### src/rtl/mul16_seq.sv
// Sequential 16x16 -> 32 shift-and-add multiplier with a start/done handshake.
// It forms one partial product per cycle and keeps only one product in flight.
module mul16_seq #(
  parameter bit SIGNED = 1'b0
) (
  input  logic        clk,
  input  logic        rst,
  input  logic        start,
  input  logic [15:0] a16,
  input  logic [15:0] b16,
  output logic        ready,
  output logic        busy,
  output logic        done,
  output logic [31:0] p32
);

  typedef enum logic [1:0] {
    S_IDLE = 2'd0,
    S_RUN  = 2'd1,
    S_DONE = 2'd2
  } state_t;

  state_t      r_state, w_state_nxt;
  logic [15:0] r_mcand, r_mplier;
  logic [31:0] r_acc, r_p32;
  logic [3:0]  r_cnt;
  logic        r_neg;

  logic        w_accept, w_last;
  logic [15:0] w_a_abs, w_b_abs, w_pp;
  logic [16:0] w_sum;
  logic [31:0] w_acc_nxt, w_prod;

  // State register
  always_ff @(posedge clk) begin
    if (rst) r_state <= S_IDLE;
    else     r_state <= w_state_nxt;
  end

  // Next-state logic
  always_comb begin
    w_state_nxt = r_state;
    case (r_state)
      S_IDLE:  if (start) w_state_nxt = S_RUN;
      S_RUN:   if (r_cnt == 4'd15) w_state_nxt = S_DONE;
      S_DONE:  w_state_nxt = start ? S_RUN : S_IDLE;
      default: w_state_nxt = S_IDLE;
    endcase
  end

  // Output decode: the handshake outputs depend only on registered state
  always_comb begin
    ready = 1'b0;
    busy  = 1'b0;
    done  = 1'b0;
    case (r_state)
      S_IDLE:  ready = 1'b1;
      S_RUN:   busy  = 1'b1;
      S_DONE:  begin ready = 1'b1; done = 1'b1; end
      default: ready = 1'b0;
    endcase
  end

  assign w_accept = ready & start;
  assign w_last   = busy & (r_cnt == 4'd15);

  // Magnitudes for signed mode; 0x8000 maps onto itself and is read as unsigned 32768
  assign w_a_abs = (SIGNED && a16[15]) ? (~a16 + 16'd1) : a16;
  assign w_b_abs = (SIGNED && b16[15]) ? (~b16 + 16'd1) : b16;

  assign w_pp      = r_mcand & {16{r_mplier[0]}};
  assign w_sum     = {1'b0, r_acc[31:16]} + {1'b0, w_pp};
  assign w_acc_nxt = {w_sum, r_acc[15:1]};
  assign w_prod    = r_neg ? (~w_acc_nxt + 32'd1) : w_acc_nxt;

  always_ff @(posedge clk) begin
    if (rst) begin
      r_mcand  <= '0;
      r_mplier <= '0;
      r_acc    <= '0;
      r_cnt    <= '0;
      r_neg    <= 1'b0;
      r_p32    <= '0;
    end else if (w_accept) begin
      r_mcand  <= w_a_abs;
      r_mplier <= w_b_abs;
      r_acc    <= '0;
      r_cnt    <= '0;
      r_neg    <= SIGNED ? (a16[15] ^ b16[15]) : 1'b0;
    end else if (busy) begin
      r_acc    <= w_acc_nxt;
      r_mplier <= {1'b0, r_mplier[15:1]};
      r_cnt    <= r_cnt + 4'd1;
      // The product register moves only on entry to DONE, so it is never seen half-built
      if (w_last) r_p32 <= w_prod;
    end
  end

  assign p32 = r_p32;

endmodule

### config.mk
export PLATFORM = sky130hd
export DESIGN_NAME = mul16_seq
export DESIGN_NICKNAME = d
export VERILOG_FILES = /design/src/rtl/mul16_seq.sv
export SDC_FILE = /design/constraint.sdc
export NUM_CORES = 1
export LEC_CHECK = 0
export ABC_AREA = 1
export CORE_ASPECT_RATIO = 0.7
export CORE_MARGIN = 5
export CORE_UTILIZATION = 45
export DETAILED_ROUTE_END_ITERATION = 10
export GPL_TIMING_DRIVEN = 0
export PLACE_DENSITY = 0.68
export SETUP_SLACK_MARGIN = 0.4
export SLEW_MARGIN = 15
export SYNTH_ARGS = -nofsm -noshare
export SYNTH_HDL_FRONTEND = slang
export SYNTH_SLANG_ARGS = --single-unit
### constraint.sdc
create_clock -name clk -period 2.35 [get_ports clk]
set_input_delay 0.47 -clock clk [delete_from_list [all_inputs] [get_ports clk]]
set_output_delay 0.47 -clock clk [all_outputs]
set_load 0.02 [all_outputs]
==> impl_results.md, run 1 <==
- DIE HEIGHT: 97.7 um
- Area grow syn2layout: 34.0%
- Worst min path class: in2reg
- Drt pass-1 iters: 5
- Port Buffers: 68
- Area leader, netlist: dfxtp_1
- Pin count of the biggest net entering global routing: 19
- Routability congestion estimate: 0.887
- Crit path DAT: 2360 ps
- Pwr dens: 573 nW/um^2
- Clk Tree Root Cell: clkbuf_16
- Most frequent cells in the layout: nand2_1 (154), nor2_1 (144), dfxtp_1 (99)
- CP endpoint kind: flop
- CTS tree: done
- Row cnt: 32
- Ports: 70
- DRT Wirelength: 13.0 mm
- Relative slew margins: 54.3%
- RSZ-0062 raised after global routing: true
- Status: complete, no violations
- Slew Viols, Final: 0
- Overflow after GRT: 0
- Worst Tran Pin Value: 685 ps
- Synth Warn #: 0
- Die area: 13,200 um^2
- Setup CP Type: reg2reg
- Post-Synthesis Cell Area: 4940 um^2
- Top-area cell type share of the netlist area: 40.9%
- Period utilization: 90.0%
- HPWL after DPL: 9.45 mm
- Mapped Cells: 753
- Worst path required time: 2600 ps
- Leakage: 0.00308 uW
- N_diodes: 0
- First-pass GRT wire length: 21.4 mm
- PnR worst setup slack: 236 ps
- R2R setup slack: 240 ps
- Initial core utilization: 45.4%
- # hold bufs at CTS: 0
- Vias/cell: 4.82
- Syn_nets: 806
- Final hold violations: 0
- Crit path max fanout: 7
- Top post-synthesis cells by area: dfxtp_1 (41%), nand2_1 (14%), nor2_1 (11%)
- Max cap viols: 0
- F_max: 0.473 GHz
- Iter 0 DRT Violations: 221
- Total core area: 10,900 um^2
- Share of cells above drive strength 1: 14.7%
- Startpoint types: flop
- Post-synth cell types: 31
- Peak supply drop: 331 uV
- Final Skew: 8.78 ps
- DRC Markers: 0
- Sequential cell area fraction in the yosys report: 40.9%
- Minimum clock period: 2110 ps
- ANT nets after route: 0
- Clock latency on the worst-skew pair: 350 ps
- CTS max path bufs: 2
- Vias: 4,818
- Final setup viols: 0
- Setup_tns: 0 ps
- H-tree Lvls: 3
- Final nets: 894
- Initial antenna violation count: 0
- Clock sink count: 101
- Cts bufs inserted: 9
- Gr usage total: 19.9%
- Mapped Avg Cell Area: 6.56 um^2
- Pre-CTS WS: 48.9 ps
- WL/cell: 13.0 um
- Number of global-route vias before repair: 4,599
- Commonest non-fill, non-tap cell in the layout: nand2_1
- Die width: 135 um
- Clk pin slew, worst setup/hold paths: 70 ps
- #FFs+latches synth: 101
[worst paths after layout]
path / depth (start not counted) / endpoint / from
min reg2reg: 2 / r_mplier[14] / r_mplier[14]
max reg2reg: 16 / r_acc[29] / r_mplier[0]
min: 2 / r_mplier[15] / rst
max: 16 / r_acc[29] / r_mplier[0]
[through the flow]
stage / std cells / instance area (um^2) / power, uW / utilization [%] / hold slack [ps]
final: 999 / 6620 / 3790 / 60.8 / 457
after global routing: 999 / 6620 / 3980 / 60.8 / 468
after CTS: 995 / 6370 / 3790 / 58.5 / 446
after detailed placement: 974 / 5840 / 2320 / 53.6 / 462
after global placement: 974 / 5840 / 2310 / 53.6 / 459
after floorplan: 753 / 4970 / 2160 / - / 442
[sequential cells by signal, summed over array words and instances, names as in the netlist]
signal,flops
r_cnt,4
r_acc,31
r_state,2
r_mcand,16
p32,32
r_mplier,16
[kinds of logic (layout without fill, tap and decap cells)]
group | after synthesis | after routing | share of synthesized area [%]
adder cells (fa/ha/maj) | 18 | 18 | 4.71
AND/OR/NAND/NOR | 380 | 380 | 30.8
AO/OA/AOI/OAI | 106 | 106 | 11.1
XOR/XNOR | 4 | 4 | 0.709
buffers and inverters | 144 | 237 | 11.8
flip-flops | 101 | 101 | 40.9
[repair_timing]
action,CTS,global route
resized for setup,42,57
cloned,1,0
pin swaps,12,22
endpoints found under the setup margin,17,27
setup buffers,4,4
[report_power, final]
group / leakage (uW) / internal, uW / total, uW / switching [uW]
logic: 0.00212 / 233 / 543 / 310
clock network: 0.000129 / 738 / 1430 / 693
registers: 0.000822 / 1780 / 1820 / 43.1
total: 0.00308 / 2750 / 3790 / 1050
[synthesized netlist by cell type (all sizes together)]
| cell type | n |
|---|---|
| a211oi | 1 |
| xor2 | 2 |
| nand3b | 2 |
| nor3 | 6 |
| fa | 1 |
| dfxtp | 101 |
| and2 | 1 |
| or2 | 2 |
| nand4 | 1 |
| nor2 | 147 |
| o21ai | 71 |
| nor4 | 2 |
| ha | 17 |
| clkbuf | 16 |
| a21oi | 28 |
| inv | 111 |
| buf | 17 |
| o211ai | 6 |
| nand2 | 183 |
| nand3 | 36 |
| xnor2 | 2 |
[worst max-delay path: stages, from the launching register on]
cell and delay (ps):
dfxtp_2 330, buf_8 130, clkbuf_16 150, nand2_8 60, inv_4 40, ha_4 150, fa_2 370, nand2_2 80
nand2_2 50, nand3b_1 120, nand2_2 100, nand2_2 100, nand2_1 60, nand2_1 90, nand3_1 70, nand2_1 70
inv_1 40
[final cells by class]
class,instances,area [um^2]
inverter,111,419
clock buffer,10,229
buffer,33,213
sequential,101,2020
tap,153,191
multi-input combinational,508,2740
fill,992,4270
timing repair buffer,77,752
clock inverter,6,53.8
[routing by layer]
metal  global-route usage [%]  routed length [um]
met1                     26.8                6100
met2                     32.1                6030
met3                     4.19                 641
met4                     5.42                 188
met5                        0                   0
Note: power is estimated with default switching activity, not from simulation.
==> run 2, diff against run 1 <==
--- a/config.mk
+++ b/config.mk
@@ -6,6 +6,7 @@
 export NUM_CORES = 1
 export LEC_CHECK = 0
 export ABC_AREA = 1
+export CAP_MARGIN = 20
 export CORE_ASPECT_RATIO = 0.7
 export CORE_MARGIN = 5
 export CORE_UTILIZATION = 45
==> results of run 2 <==
Final layout, timing and power as in run 1 (identical DEF).
